File: src/rtl/bru_pkg.sv
// Shared types and helpers for the branch redirect unit.
package bru_pkg;

    typedef enum logic [1:0] {
        IDLE   = 2'd0,
        HOLD   = 2'd1,
        SHADOW = 2'd2
    } bru_state_t;

    // Lane-index width, never narrower than one bit.
    function automatic int unsigned bru_idx_w(input int unsigned lanes);
        return (lanes > 1) ? $clog2(lanes) : 1;
    endfunction

endpackage

File: src/rtl/bru_oldest_sel.sv
// Priority selector: lowest-index set bit wins; younger lanes above it are masked.
module bru_oldest_sel
    import bru_pkg::*;
#(
    parameter int unsigned LANES = 2
) (
    input  logic [LANES-1:0]              mis,
    output logic [bru_idx_w(LANES)-1:0]   sel_idx_c,
    output logic                          found_c,
    output logic [LANES-1:0]              younger_c
);

    localparam int unsigned IDX_W = bru_idx_w(LANES);

    // Scan oldest to youngest; every lane after the first hit is younger.
    always_comb begin
        found_c   = 1'b0;
        sel_idx_c = '0;
        younger_c = '0;
        for (int i = 0; i < LANES; i++) begin
            younger_c[i] = found_c;
            if (mis[i] && !found_c) begin
                found_c   = 1'b1;
                sel_idx_c = IDX_W'(i);
            end
        end
    end

endmodule

File: src/rtl/branch_redirect_unit.sv
// Branch resolution and fetch redirect with a post-redirect shadow window.
// Optional statistics counters are enabled by defining BRU_STATS_EN.
module branch_redirect_unit
    import bru_pkg::*;
#(
    parameter int unsigned LANES  = 2,
    parameter int unsigned PC_W   = 8,
    parameter int unsigned SHADOW = 2,
    parameter int unsigned CNT_W  = 16
) (
    input  logic                          clk,
    input  logic                          rst_n,
    input  logic [LANES-1:0]              lane_valid,
    input  logic [LANES-1:0]              lane_is_branch,
    input  logic [LANES-1:0]              lane_pred_taken,
    input  logic [LANES-1:0]              lane_taken,
    input  logic [LANES*PC_W-1:0]         lane_pc,
    input  logic [LANES*PC_W-1:0]         lane_pred_target,
    input  logic [LANES*PC_W-1:0]         lane_target,
    input  logic                          redirect_ready,
    output logic                          redirect_valid,
    output logic [PC_W-1:0]               redirect_pc,
    output logic [bru_idx_w(LANES)-1:0]   redirect_lane,
    output logic [LANES-1:0]              flush_mask,
    output logic                          busy
`ifdef BRU_STATS_EN
    ,
    output logic [CNT_W-1:0]              stat_branches,
    output logic [CNT_W-1:0]              stat_mispredicts
`endif
);

    localparam int unsigned IDX_W = bru_idx_w(LANES);
    localparam int unsigned SH_W  = (SHADOW > 1) ? $clog2(SHADOW) : 1;

    bru_state_t              state_q, state_nxt;
    logic [SH_W-1:0]         shadow_cnt_q, shadow_cnt_nxt;
    logic                    redirect_valid_nxt;
    logic [PC_W-1:0]         redirect_pc_nxt;
    logic [IDX_W-1:0]        redirect_lane_nxt;
    logic [LANES-1:0]        flush_mask_nxt;
    logic                    busy_nxt;
    logic                    capture_c;

    logic [LANES-1:0]        mis_c;
    logic [IDX_W-1:0]        sel_idx_c;
    logic                    found_c;
    logic [LANES-1:0]        younger_c;
    logic                    win_taken_c;
    logic [PC_W-1:0]         win_pc_c;
    logic [PC_W-1:0]         win_target_c;

    // Per-lane mispredict detection; only honoured while IDLE.
    always_comb begin
        mis_c = '0;
        for (int i = 0; i < LANES; i++) begin
            mis_c[i] = (state_q == bru_pkg::IDLE) && lane_valid[i] && lane_is_branch[i] &&
                       ((lane_taken[i] != lane_pred_taken[i]) ||
                        (lane_taken[i] &&
                         (lane_pred_target[i*PC_W +: PC_W] != lane_target[i*PC_W +: PC_W])));
        end
    end

    bru_oldest_sel #(
        .LANES (LANES)
    ) u_oldest_sel (
        .mis       (mis_c),
        .sel_idx_c (sel_idx_c),
        .found_c   (found_c),
        .younger_c (younger_c)
    );

    // Mux out the winning lane's resolution fields.
    always_comb begin
        win_taken_c  = 1'b0;
        win_pc_c     = '0;
        win_target_c = '0;
        for (int i = 0; i < LANES; i++) begin
            if (IDX_W'(i) == sel_idx_c) begin
                win_taken_c  = lane_taken[i];
                win_pc_c     = lane_pc[i*PC_W +: PC_W];
                win_target_c = lane_target[i*PC_W +: PC_W];
            end
        end
    end

    // Next-state and registered-output logic.
    always_comb begin
        state_nxt         = state_q;
        shadow_cnt_nxt    = shadow_cnt_q;
        redirect_pc_nxt   = redirect_pc;
        redirect_lane_nxt = redirect_lane;
        flush_mask_nxt    = '0;
        capture_c         = 1'b0;

        case (state_q)
            bru_pkg::IDLE: begin
                if (found_c) begin
                    capture_c         = 1'b1;
                    redirect_pc_nxt   = win_taken_c ? win_target_c : PC_W'(win_pc_c + PC_W'(1));
                    redirect_lane_nxt = sel_idx_c;
                    flush_mask_nxt    = younger_c;
                    state_nxt         = bru_pkg::HOLD;
                end
            end
            bru_pkg::HOLD: begin
                if (redirect_ready) begin
                    if (SHADOW != 0) begin
                        state_nxt      = bru_pkg::SHADOW;
                        shadow_cnt_nxt = SH_W'(SHADOW - 1);
                    end else begin
                        state_nxt = bru_pkg::IDLE;
                    end
                end
            end
            bru_pkg::SHADOW: begin
                if (shadow_cnt_q == '0) begin
                    state_nxt = bru_pkg::IDLE;
                end else begin
                    shadow_cnt_nxt = shadow_cnt_q - SH_W'(1);
                end
            end
            default: state_nxt = bru_pkg::IDLE;
        endcase

        redirect_valid_nxt = (state_nxt == bru_pkg::HOLD);
        busy_nxt           = (state_nxt != bru_pkg::IDLE);
    end

    // State and output registers.
    always_ff @(posedge clk or negedge rst_n) begin
        if (!rst_n) begin
            state_q        <= bru_pkg::IDLE;
            shadow_cnt_q   <= '0;
            redirect_valid <= 1'b0;
            redirect_pc    <= '0;
            redirect_lane  <= '0;
            flush_mask     <= '0;
            busy           <= 1'b0;
        end else begin
            state_q        <= state_nxt;
            shadow_cnt_q   <= shadow_cnt_nxt;
            redirect_valid <= redirect_valid_nxt;
            redirect_pc    <= redirect_pc_nxt;
            redirect_lane  <= redirect_lane_nxt;
            flush_mask     <= flush_mask_nxt;
            busy           <= busy_nxt;
        end
    end

`ifdef BRU_STATS_EN
    localparam int unsigned PCW   = $clog2(LANES + 1);
    localparam int unsigned SUM_W = CNT_W + PCW;

    logic [PCW-1:0]   br_cnt_c;
    logic [SUM_W-1:0] br_sum_c;
    logic [CNT_W-1:0] stat_branches_nxt;
    logic [CNT_W-1:0] stat_mispredicts_nxt;

    // Saturating counters; branches only count while lane inputs are honoured.
    always_comb begin
        br_cnt_c = '0;
        for (int i = 0; i < LANES; i++) begin
            br_cnt_c = br_cnt_c + PCW'(lane_valid[i] & lane_is_branch[i]);
        end
        br_sum_c             = SUM_W'(stat_branches) + SUM_W'(br_cnt_c);
        stat_branches_nxt    = stat_branches;
        stat_mispredicts_nxt = stat_mispredicts;
        if (state_q == bru_pkg::IDLE) begin
            stat_branches_nxt = (br_sum_c > SUM_W'({CNT_W{1'b1}})) ? {CNT_W{1'b1}}
                                                                   : CNT_W'(br_sum_c);
        end
        if (capture_c && (stat_mispredicts != {CNT_W{1'b1}})) begin
            stat_mispredicts_nxt = stat_mispredicts + CNT_W'(1);
        end
    end

    // Statistics registers.
    always_ff @(posedge clk or negedge rst_n) begin
        if (!rst_n) begin
            stat_branches    <= '0;
            stat_mispredicts <= '0;
        end else begin
            stat_branches    <= stat_branches_nxt;
            stat_mispredicts <= stat_mispredicts_nxt;
        end
    end
`endif

endmodule

File: config.mk
export PLATFORM = sky130hd
export DESIGN_NAME = branch_redirect_unit
export DESIGN_NICKNAME = d
export VERILOG_FILES = /design/src/rtl/bru_pkg.sv /design/src/rtl/bru_oldest_sel.sv /design/src/rtl/branch_redirect_unit.sv
export SDC_FILE = /design/constraint.sdc
export NUM_CORES = 1
export LEC_CHECK = 0
export CAP_MARGIN = 20
export CORE_MARGIN = 3
export CORE_UTILIZATION = 35
export CTS_CLUSTER_SIZE = 28
export DETAILED_ROUTE_END_ITERATION = 10
export PLACE_DENSITY = 0.75
export SLEW_MARGIN = 20
export SYNTH_ARGS = -nofsm -noshare
export SYNTH_HDL_FRONTEND = slang
export SYNTH_HIERARCHICAL = 1
export SYNTH_SLANG_ARGS = --single-unit
File: constraint.sdc
create_clock -name clk -period 2.8 [get_ports clk]
set_input_delay 0.56 -clock clk [delete_from_list [all_inputs] [get_ports clk]]
set_output_delay 0.56 -clock clk [all_outputs]
set_load 0.01 [all_outputs]
==> reports/results.ini <==
[outcome]
status=completed

[power_and_ir_drop]
cellPowerDensity_nw_per_um2=545
peakVddDrop_v=0.000200
p_leak_nw=1.04

[timing]
setup_ws_ps=185
finalCritPeriodShare=0.934
slew_viol_final=0
maxSlewHeadroom=0.542
setup_viol=0
min_period_ps=2610
fmax_mhz=382
hold_viol=0
skew_ps=1.32
tightest_slew_ps=685
worst_hold_slack_ps=506

[setup_path]
crit_type=input pin to register
crit_family=simple AND/OR/NAND/NOR gates
cp.required_ps=2950
cpMaxStageDelayCell=nor4_2
critPathMaxStageDelay_ps=260
cp.buffers_inverters=2
worst-path-max-fanout=6
cp_cell_sequence=dlygate4sd2_1 > xor2_1 > nor4_2 > nand4_1 > nor4_2 > nor2_2 > nor2b_4 > buf_4 > mux2i_4 > a21oi_4 > nor3b_2 > xor2_1 > o221ai_1
cp.arrival_ps=2770
cp-start-kind=input pin
crit_path_end_kind=register

[routing]
ant_nets=0
route.detailed.drc=0
wirelength_um=3930
first_pass_iters=4
first_iter_violations=71
routedWlPerCell_um=14.0
routed_via_density=4.90
num_vias=1372

[floorplanning]
dieArea_um2=4380
rows=21
core-area_um2=3420
io_pins=72
dieWidth_um=66.1
die_h_um=66.1
start_util=0.371

[synth]
syn_avg_cell_area_um2=9.74
ys_warn_count=6
synth_fp_nets=190
synth_area_um2=1270
synth_cell_types=39
synth_edf_count=0
ys_seq_area_frac=0.316
ys_ff_latch=16
synth_top_flop_cell=dfrtp_1
synthArstFlopShare=1.00
syn-instance-count=130

[final_layout]
final_cell_mix=clkdlybuf4s50_1 (53), buf_4 (33), xor2_1 (16), dfrtp_1 (16), mux2i_1 (11)
syn_to_final_growth_pct=84.5
nets=295
finish.utilization=0.684
final_common_cell=clkdlybuf4s50_1
fin_cells=280
final.fill_count=268
drive_gt1_frac=0.321
antennaDiodeCount=0

[clock_tree]
cts_tree=done
clkLatencyLatePin_ps=280
cts_root_buf=clkbuf_4
clk_pin_slew_worst_paths_ps=90
clock_sinks=16
numCtsBuffers=3
htree_num_levels=1
clockBufferDepth=2

[global_route]
overflow=0
track_usage=0.187
grt_max_degree=17
antenna_found_initial=0
grt_pass1_wl_um=6380
grt_pass1_vias=1459

[placement]
dp_hpwl_um=3240
dp.cells=263
gp_congestion=0.835
dpl_worst_slack_ps=-613
io_buffers=71

[min_path]
hold_path.class=register to register

[job]
cap_violations=0

==> flip-flops by register name (all words and copies together) (netlist names) <==
signal and cells:
shadow_cnt_q 1, flush_mask 2, redirect_valid 1, state_q 2, redirect_pc 8, busy 1, redirect_lane 1
==> kinds of logic after synthesis <==
logic type | share of synthesized area
flops | 0.316
buf+inv | 0.0573
fa+ha+maj | 0.00988
simple gates | 0.206
other cells | 0.00296
xor+xnor | 0.152
mux | 0.150
compound gates | 0.106
==> per-stage QoR <==
stage	total power, mW	area (um^2)	setup TNS [ps]
after floorplan	0.721	1290	-40.1
after global placement	1.05	2160	-3820
after detailed placement	1.07	2160	-4620
after CTS	1.25	2270	0
after global routing	1.37	2340	-26.8
final	1.27	2340	0
==> per-layer routing <==
metal / GRT usage / vias up / share of wire
met4: 0.0558 / 0 / 0.0053
met2: 0.353 / 66 / 0.53
met5: 0 / - / 0
li1: - / 665 / -
met3: 0.0238 / 4 / 0.067
met1: 0.215 / 637 / 0.40
==> final timing paths <==
check / cells past startpoint / to / slack, ps / startpoint
setup / recovery: 13 / redirect_pc[7] / 190 / lane_pred_target[1]
hold / removal: 1 / redirect_valid / 510 / state_q[1]
setup reg to reg: 10 / redirect_pc[7] / 390 / state_q[1]
hold reg to reg: 1 / redirect_valid / 510 / state_q[1]
max in group asynchronous: 1 / redirect_valid / 1680 / rst_n
min in group asynchronous: 1 / redirect_pc[5] / 680 / rst_n
==> area by class of cell <==
type	instances	area (um^2)	area share
Timing Repair Buffer	107	955	0.409
Multi-Input combinational cell	105	880	0.377
Sequential cell	16	400	0.171
Tap cell	46	57.6	0.0246
Clock buffer	4	36.3	0.0155
Inverter	2	7.51	0.00321
==> worst reg2reg max path, delay by kind of cell (launching register included) <==
| kind | cells | cell delay [ps] |
|---|---|---|
| AOI/OAI and AO/OA | 3 | 360 |
| xor gates and xnor gates | 1 | 190 |
| buffers and inverters | 1 | 170 |
| DFF | 1 | 430 |
| muxes | 1 | 250 |
| and+or+nand+nor | 4 | 880 |
==> synth_stat cells (2+ instances only) <==
| cell type | number | area (um^2) |
|---|---|---|
| or2_2 | 2 | 12.5 |
| and3_1 | 2 | 12.5 |
| nor2b_1 | 4 | 25.0 |
| xor2_1 | 17 | 149 |
| mux2i_1 | 13 | 130 |
| o221ai_1 | 2 | 17.5 |
| inv_1 | 2 | 7.51 |
| nor2_1 | 8 | 30.0 |
| xnor2_1 | 5 | 43.8 |
| o2111ai_1 | 2 | 17.5 |
| nand4_1 | 2 | 12.5 |
| nand2_1 | 10 | 37.5 |
| nor4_1 | 4 | 25.0 |
| a21oi_1 | 6 | 30.0 |
| mux2_2 | 4 | 45.0 |
| buf_4 | 4 | 30.0 |
| o21ai_0 | 6 | 30.0 |
| dfrtp_1 | 16 | 400 |
==> power breakdown <==
part,leakage (nW),switching [mW],total (mW),internal [mW]
clock network,0.0210,0.0702,0.149,0.0792
logic,0.819,0.310,0.740,0.430
registers,0.204,0.0573,0.383,0.326
==> timing repair <==
item                       CTS  global route
hold buffers                 0             0
setup buffers                8             5
cloned                       0             0
resized for setup           22            33
pin swaps                   12            17
setup endpoints to repair    8             8
Note: power is estimated with default switching activity, not from simulation.
